## src/rtl/seg7_pkg.sv

```systemverilog
// seg7_pkg: shared definitions for the seven-segment scan driver.
//   - SEG_A..SEG_G : bit positions of each segment within the 7-bit seg bus
//   - SEG_HEX      : active-high {g,f,e,d,c,b,a} patterns for hex digits 0..F
//   - off_level()  : the level at which a pin of the given polarity is dark
package seg7_pkg;

    localparam int SEG_A = 0;  // top
    localparam int SEG_B = 1;  // upper-right
    localparam int SEG_C = 2;  // lower-right
    localparam int SEG_D = 3;  // bottom
    localparam int SEG_E = 4;  // lower-left
    localparam int SEG_F = 5;  // upper-left
    localparam int SEG_G = 6;  // middle

    // Lower-case b and d keep 8/B and 0/D distinguishable.
    localparam logic [6:0] SEG_HEX [16] = '{
        7'b0111111,  // 0
        7'b0000110,  // 1
        7'b1011011,  // 2
        7'b1001111,  // 3
        7'b1100110,  // 4
        7'b1101101,  // 5
        7'b1111101,  // 6
        7'b0000111,  // 7
        7'b1111111,  // 8
        7'b1101111,  // 9
        7'b1110111,  // A
        7'b1111100,  // b
        7'b0111001,  // C
        7'b1011110,  // d
        7'b1111001,  // E
        7'b1110001   // F
    };

    // A pin that is active-low is dark when driven high, and vice versa.
    function automatic logic off_level(input int active_low);
        return (active_low != 0);
    endfunction

endpackage

```

## src/rtl/seg7_hex_decode.sv

```systemverilog
// seg7_hex_decode: combinational hex digit to active-high segment pattern.
//   hex : 4-bit digit value
//   seg : {g,f,e,d,c,b,a}, 1 = segment lit
module seg7_hex_decode
    import seg7_pkg::*;
(
    input  logic [3:0] hex,
    output logic [6:0] seg
);

    assign seg = SEG_HEX[hex];

endmodule

```

## src/rtl/seg7_scan_driver.sv

```systemverilog
// seg7_scan_driver: time-multiplexed driver for a DIGITS-wide seven-segment bank.
//   clk, rst  : clock, asynchronous active-high reset
//   value     : packed hex digits, digit i = value[4i+3:4i], digit 0 rightmost
//   dp_in     : decimal-point request per digit
//   load      : capture value/dp_in into the shadow registers
//   enable    : 1 = scan and display, 0 = dark with the scan position frozen
//   blank_lz  : 1 = suppress leading zero digits (digit 0 is never blanked)
//   seg, dp   : segment lines and decimal point of the lit digit
//   an        : one-hot digit enable
// All outputs are registered; pins show the scan position and shadow contents
// as they stood before the most recent clock edge.
module seg7_scan_driver
    import seg7_pkg::*;
#(
    parameter int DIGITS         = 4,
    parameter int SCAN_DIV       = 50000,
    parameter int SEG_ACTIVE_LOW = 0,
    parameter int AN_ACTIVE_LOW  = 1
) (
    input  logic                  clk,
    input  logic                  rst,
    input  logic [4*DIGITS-1:0]   value,
    input  logic [DIGITS-1:0]     dp_in,
    input  logic                  load,
    input  logic                  enable,
    input  logic                  blank_lz,
    output logic [6:0]            seg,
    output logic                  dp,
    output logic [DIGITS-1:0]     an
);

    localparam int IDX_W = (DIGITS > 1) ? $clog2(DIGITS) : 1;
    localparam int CNT_W = (SCAN_DIV > 1) ? $clog2(SCAN_DIV) : 1;

    localparam logic [IDX_W-1:0] IDX_LAST = IDX_W'(DIGITS - 1);
    localparam logic [CNT_W-1:0] CNT_LAST = CNT_W'(SCAN_DIV - 1);

    localparam logic SEG_OFF = off_level(SEG_ACTIVE_LOW);
    localparam logic AN_OFF  = off_level(AN_ACTIVE_LOW);

    logic [4*DIGITS-1:0] shadow;
    logic [DIGITS-1:0]   shadow_dp;
    logic [CNT_W-1:0]    cnt;
    logic [IDX_W-1:0]    idx;
    logic                tick;

    logic [DIGITS-1:0]   lit_onehot;
    logic [3:0]          cur_hex;
    logic                cur_dp;
    logic                upper_nonzero;
    logic                lz_blank;
    logic [6:0]          hex_seg;

    assign tick = enable && (cnt == CNT_LAST);

    // Shadow capture and scan position. Load is independent of the scan.
    always_ff @(posedge clk or posedge rst) begin
        if (rst) begin
            shadow    <= '0;
            shadow_dp <= '0;
            cnt       <= '0;
            idx       <= '0;
        end else begin
            if (load) begin
                shadow    <= value;
                shadow_dp <= dp_in;
            end
            if (enable) begin
                if (tick) begin
                    cnt <= '0;
                    idx <= (idx == IDX_LAST) ? '0 : idx + 1'b1;
                end else begin
                    cnt <= cnt + 1'b1;
                end
            end
        end
    end

    // Select the lit digit and work out whether it is a leading zero: every
    // digit from idx up to the most significant one must be zero.
    always_comb begin
        lit_onehot    = '0;
        cur_hex       = 4'h0;
        cur_dp        = 1'b0;
        upper_nonzero = 1'b0;
        for (int i = 0; i < DIGITS; i++) begin
            if (idx == IDX_W'(i)) begin
                lit_onehot[i] = 1'b1;
                cur_hex       = shadow[4*i +: 4];
                cur_dp        = shadow_dp[i];
            end
            if ((IDX_W'(i) >= idx) && (shadow[4*i +: 4] != 4'h0)) begin
                upper_nonzero = 1'b1;
            end
        end
        lz_blank = blank_lz && (idx != '0) && !upper_nonzero;
    end

    seg7_hex_decode u_decode (
        .hex (cur_hex),
        .seg (hex_seg)
    );

    // Registered pin stage; polarity inversion is applied last so the
    // blanking and enable gating are written in active-high terms.
    always_ff @(posedge clk or posedge rst) begin
        if (rst) begin
            seg <= {7{SEG_OFF}};
            dp  <= SEG_OFF;
            an  <= {DIGITS{AN_OFF}};
        end else if (!enable) begin
            seg <= {7{SEG_OFF}};
            dp  <= SEG_OFF;
            an  <= {DIGITS{AN_OFF}};
        end else begin
            seg <= (lz_blank ? 7'h00 : hex_seg) ^ {7{SEG_OFF}};
            dp  <= cur_dp ^ SEG_OFF;
            an  <= lit_onehot ^ {DIGITS{AN_OFF}};
        end
    end

endmodule

```

## config.mk

```make
export PLATFORM = sky130hd
export DESIGN_NAME = seg7_scan_driver
export DESIGN_NICKNAME = d
export VERILOG_FILES = /design/src/rtl/seg7_pkg.sv /design/src/rtl/seg7_hex_decode.sv /design/src/rtl/seg7_scan_driver.sv
export SDC_FILE = /design/constraint.sdc
export NUM_CORES = 1
export LEC_CHECK = 0
export ABC_AREA = 1
export CORE_UTILIZATION = 50
export CTS_CLUSTER_DIAMETER = 150
export DETAILED_ROUTE_END_ITERATION = 10
export GPL_TIMING_DRIVEN = 0
export PLACE_DENSITY = 0.86
export SYNTH_ARGS = -nofsm -noshare
export SYNTH_HDL_FRONTEND = slang
export SYNTH_HIERARCHICAL = 1
export SYNTH_SLANG_ARGS = --single-unit
```

## constraint.sdc

```tcl
create_clock -name clk -period 2.1 [get_ports clk]
set_input_delay 0.21 -clock clk [delete_from_list [all_inputs] [get_ports clk]]
set_output_delay 0.21 -clock clk [all_outputs]
set_load 0.1 [all_outputs]
```

## Word level (Yosys, flattened, before mapping)

Memory sizes are Yosys's and may differ from the RTL's.
Cells that the tools add are included.

- Memories kept: 1
- Register bits: 50
- Output and inout bits: 12
- ROM bits: 112

Memories:

| name | words | width | read ports | clocked after memory_dff | wr ports | RTL line | text |
|---|---|---|---|---|---|---|---|
| (no name shown) | 16 | 7 | 1 | 0 | 0 | seg7_hex_decode.sv:11 | `assign seg = SEG_HEX[hex];` |

- $lt $le $gt $ge: 5
- Equal/unequal tests: 4
- Mux-type cells: 24
- Bitwise operators: 2
- Add/subtract/negate cells: 2
- Reductions and logical operators: 15

Operators with widths:

| operator | count |
|---|---|
| two-way mux 7 bit | 4 |
| two-way mux 4 bit | 5 |
| adder 16 x 1 -> 16 bit (second input constant) | 1 |
| equality test 16 bit (second input constant) | 1 |
| two-way mux 16 bit | 1 |
| nonzero test 4 bit | 4 |
| two-way mux 1 bit | 13 |
| logical AND 1 bit | 7 |
| greater-or-equal comparator 5 bit (second input constant) | 1 |
| NOT 4 -> 5 bit | 1 |
| equality test 2 bit (second input constant) | 2 |
| greater-or-equal comparator 1 x 2 -> 1 bit (first input constant) | 2 |
| greater-or-equal comparator 2 bit (first input constant) | 2 |
| NOT 4 bit | 1 |
| adder 2 x 1 -> 2 bit (second input constant) | 1 |
| equality test 2 x 1 -> 1 bit (second input constant) | 1 |
| logical NOT 2 bit | 1 |
| two-way mux 2 bit | 1 |
| AND reduction 2 bit | 1 |
| nonzero test 2 bit | 1 |
| logical NOT 1 bit | 1 |

## Logic depth before layout (Yosys ltp)

- Depth in word-level cells: 11
- Mapped depth: 16
- Depth with buffers taken out: 16

## Modules after synthesis

Netlist, hierarchy kept.

Modules (own cells, without submodules):

| module | sequential area each (um^2) | times used | cells an instance | area an instance (um^2) |
|---|---|---|---|---|
| seg7_scan_driver | 1,256.2 | 1 | 305 | 2,493.6 |
| seg7_hex_decode | 0.0 | 1 | 52 | 270.3 |

## Least setup slack after synthesis

OpenSTA, ideal clock, no wires.

- Path kind: register -> register
- Start point: register idx[1]
- End point: register seg[3]
- Stages on the path, launching flop included: 16
- Setup time: 123 ps
- Arrival: 2,112 ps
- Required time: 1,977 ps
- Slack: -135 ps
- Cells stage by stage: dfrtp_1 > inv_1 > ha_1 > inv_1 > nand2_1 > o22ai_1 > nand2_1 > a22oi_1 > inv_1 > ha_1 > nand2_1 > o21ai_0 > nand2_1 > nand2_1 > inv_1 > nor2_1

- Longest elaborated chain between the ends: 11

Ends and longest elaborated chain:

| what | RTL line | text |
|---|---|---|
| from (decl) | seg7_scan_driver.sv:44 | `logic [IDX_W-1:0] idx;` |
| from (signal assigned) | seg7_scan_driver.sv:71 | `idx <= (idx == IDX_LAST) ? '0 : idx + 1'b1;` |
| logical NOT 2 bit | seg7_scan_driver.sv:87 | `if (idx == IDX_W'(i)) begin` |
| two-way mux 4 bit (3 in a row) | seg7_scan_driver.sv:87 |  |
| two-way mux 4 bit (*) | seg7_scan_driver.sv:87 |  |
| via cur_hex[1] | seg7_scan_driver.sv:48 | `logic [3:0] cur_hex;` |
| NOT 4 -> 5 bit (implied by the code) (*) | seg7_hex_decode.sv:11 |  |
| memory (16 x 7 bit) (*) | - |  |
| two-way mux 7 bit (implied by the code) (*) (2 in a row) | seg7_hex_decode.sv:11 |  |
| via hex_seg[3] | seg7_scan_driver.sv:52 | `logic [6:0] hex_seg;` |
| two-way mux 7 bit (*) | seg7_scan_driver.sv:116 | `seg <= (lz_blank ? 7'h00 : hex_seg) ^ {7{SEG_OFF}};` |
| two-way mux 7 bit (*) | seg7_scan_driver.sv:111 | `end else if (!enable) begin` |
| to (signal assigned) | seg7_scan_driver.sv:108 | `seg <= {7{SEG_OFF}};` |
| to (signal assigned) | seg7_scan_driver.sv:112 | `seg <= {7{SEG_OFF}};` |
| to (signal assigned) | seg7_scan_driver.sv:116 |  |
| to (decl) | seg7_scan_driver.sv:27 | `output logic [6:0] seg,` |

Mark *: on every way through the listed nets, which the timed path passes. The rest lies on a longest branch. The select of a mux whose other input is x is not followed.
A chain may end at the register's enable or synchronous reset.

## Worst setup path after layout

- Start point: register idx[1]
- End point: register seg[1]

The elaborated chain is that of the path after synthesis.

==> results.md <==
* Hold Slack at between 0.1 and 0.15 ns
* Die X at ~76 um
* Clock root cell: clkbuf_8
* Buffers on Ports at 35
* Core area at 5205 um2
* Tot GR Track Use at 22.07%
* Mapped cell area at 2764 um2
* Post-synth cell types at 27
* Die H at 76.35 um
* Status: complete, no violations
* Initial drt markers at 169
* Number of fillers in the final layout at 424
* Pleak at about 1.7 nW
* Vias in the first global route at 2,405
* Ant diodes at 0
* CTS Buf Count at 5
* Ys flop type: dfrtp_1
* Clk sinks at 50
* Largest net degree at the start of global routing at 40
* Initial antenna violation count at 0
* Relative slew slack at 33.95%
* Register area share after synthesis at 45.45%
* Register bit total from synthesis at 50
* Crit path DAT at 2.32 ns
* Most frequent CP cell: nand2_1
* Hold_buf cts at 0
* Inst Count DP at 463
* Routed length on met3 at 202 um
* # DRC at 0
* Clk_skew at 0.005347 ns
* Total gr overflow at 0
* Routed vias at 2,473
* Post-route ant nets at 0
* Tcrit/Tclk final at 99.06%
* Total Power at approximately 2.4 mW
* Gpl congestion at 0.8694
* Initial Util at about 53%
* P&R area growth vs syn at 27.39%
* Hold Path Class: in -> async
* Final WL at 6223 um
* RR Startpoint: idx[1]$_DFFE_PP0P_
* Critical path cell sequence: inv_2 -> ha_4 -> inv_6 -> nand2_4 -> o22ai_2 -> nand2_1 -> a22oi_2 -> buf_4 -> ha_1 -> inv_1 -> nand2_1 -> nand3_1 -> nand2_1 -> inv_1 -> nor2_1
* Initial DRT Pass Iterations at 4
* Fin crit period at between 2 and 2.5 ns
* Max Fclk at approximately 480 MHz
* Placed inst area at ~3200 um2
* H-tree levels at 2
* Final Instance Count excl. Fillers at 483
* R2r endpoint: seg[1]$_DFF_PP0_
* Routed vias/inst at 5.120
* Yosys warns at 6
* Reg2reg setup slack at about 0.020 ns
* Layout cells sized above 1 at 18.16%
* Final Setup Violations at 0
* Post-Syn Area per Cell at 7.742 um2
* DR top layer: met4
* CTS tree: yes
* Req. time, crit path at 2.34 ns
* Wire length on met1 at roughly 2700 um
* Setup crit start kind: flop
* Routed wl met2 at 3274 um
* Post-synth EDFFs at 0
* Num rows at 26
* Later-pin clock latency in the skew report at slightly above 0.3 ns
* Clock Pin Slew Worst Setup and Hold Paths at ~0.090 ns
* Peak supply drop at 0.3624 mV
* Final Cell Area at 3521 um2
* Worst-path fanout max at 6
* Setup CP Type: reg -> reg
* Synth async-reset ratio at 100.0%
* Wire length per cell at 12.88 um
* Hpwl dp at 4211 um
* Top Ports at 37
* Crit-path slowest cell: dfrtp_1
* FF-to-FF path depth at 15
* Slew Viols, Final at 0
* Die ar. at 5829 um2
* RSZ-0062 raised after global routing: true
* Crit-path max cell delay at about 0.42 ns
* Pwr Density at 682.5 nW/um2
* Max Buffers Root-to-Sink at 2
* Syn Inst Count at 357
* Commonest non-fill, non-tap cell in the layout: nand2_1
* Max-cap violations at 0
* Final #Nets at 450
* Syn Nets at 395
* Final Hold Fails at 0
* First-pass GRT wire length at 10,320 um
* Slew @ Worst Pin at 0.9877 ns
* Setup TNS at 0 ns
* CP Capture Type: flop
* Commonest non-fill, non-tap cells in the layout: nand2_1 (99), inv_1 (53), dfrtp_1 (45), clkdlybuf4s50_1 (31)
## through the flow
step / setup WS [ns] / util (%)
6_report: 0.01979 / 67.64
5_1_grt: -0.1062 / 67.64
4_1_cts: -0.01012 / 66.11
3_5_place_dp: -0.3418 / 62.09
3_3_place_gp: -0.2361 / 61.71
2_1_floorplan: 0.01943 / -
## worst max-delay path by stage
stage	from	slack (ns)	cells after the start	to
after global placement	idx[1]$_DFFE_PP0P_	-0.24	15	seg[3]$_DFF_PP0_
after floorplan	idx[1]$_DFFE_PP0P_	0.02	15	seg[3]$_DFF_PP0_
after detailed placement	idx[1]$_DFFE_PP0P_	-0.34	15	seg[3]$_DFF_PP0_
after global routing	idx[1]$_DFFE_PP0P_	-0.11	15	seg[1]$_DFF_PP0_
final	idx[1]$_DFFE_PP0P_	0.02	15	seg[1]$_DFF_PP0_
after CTS	idx[0]$_DFFE_PP0P_	-0.01	14	seg[3]$_DFF_PP0_
## area by class of cell
class | instances | area (um2) | area share [%]
inverter | 62 | 240.2 | 6.823
multi-input combinational | 237 | 1336 | 37.95
clock buffer | 7 | 86.33 | 2.452
timing repair buffer | 49 | 466.7 | 13.26
buffer | 7 | 37.54 | 1.066
sequential | 50 | 1257 | 35.71
tap | 70 | 87.58 | 2.488
clock inverter | 1 | 8.758 | 0.2488
## report_power, final
part	internal (mW)	switching [mW]
combinational	0.231	0.412
sequential	1.07	0.0930
clock	0.273	0.325
## state kept, by name, summed over array words and instances, names as in the netlist
| name | flops |
|---|---|
| shadow_dp | 4 |
| an | 4 |
| shadow | 16 |
| idx | 2 |
| seg | 7 |
| cnt | 16 |
| dp | 1 |
## synthesized netlist by cell type, types with 4 or more instances
cell type / n / area share (%)
nand2_1: 102 / 14
inv_1: 60 / 8.1
dfrtp_1: 46 / 42
nor2_1: 24 / 3.3
nand3_1: 23 / 4.2
o21ai_0: 23 / 4.2
ha_1: 13 / 5.9
a21oi_1: 9 / 1.6
nand4_1: 9 / 2.0
nor2_2: 5 / 1.1
o22ai_1: 5 / 1.1
a22oi_1: 4 / 1.1
dfstp_2: 4 / 3.8
nand2_2: 4 / 0.91
nor2_4: 4 / 1.6
## layer usage
metal,global-route usage [%],vias to the layer above
met5,0,-
met4,8.269,0
met3,3.593,6
met2,39.82,56
met1,26.23,1193
li1,-,1218
## what timing repair did
| item | in CTS | in global routing |
|---|---|---|
| pin swaps | 4 | 12 |
| gates resized for setup | 22 | 13 |
| endpoints found under the setup margin | 11 | 7 |
| setup buffers | 9 | 4 |
## worst max-delay path, delay by kind of cell (launching register included)
| kind | cells | cell delay, ns |
|---|---|---|
| adders and majority gates | 2 | 0.34 |
| DFF | 1 | 0.42 |
| and+or+nand+nor | 6 | 0.50 |
| AOI/OAI and AO/OA | 2 | 0.28 |
| buffers and inverters | 5 | 0.47 |
## kinds of logic (layout without fill, tap and decap cells)
kind of cell	Yosys count	count (layout)	share of synthesized area, %
buffers and inverters	70	126	9.914
muxes	2	2	0.8148
xor gates and xnor gates	5	5	1.585
DFF	50	50	45.45
adders and majority gates	13	13	5.885
and+or+nand+nor	175	175	28.07
AOI/OAI and AO/OA	42	42	8.284
(Power assumes the default switching activity.)
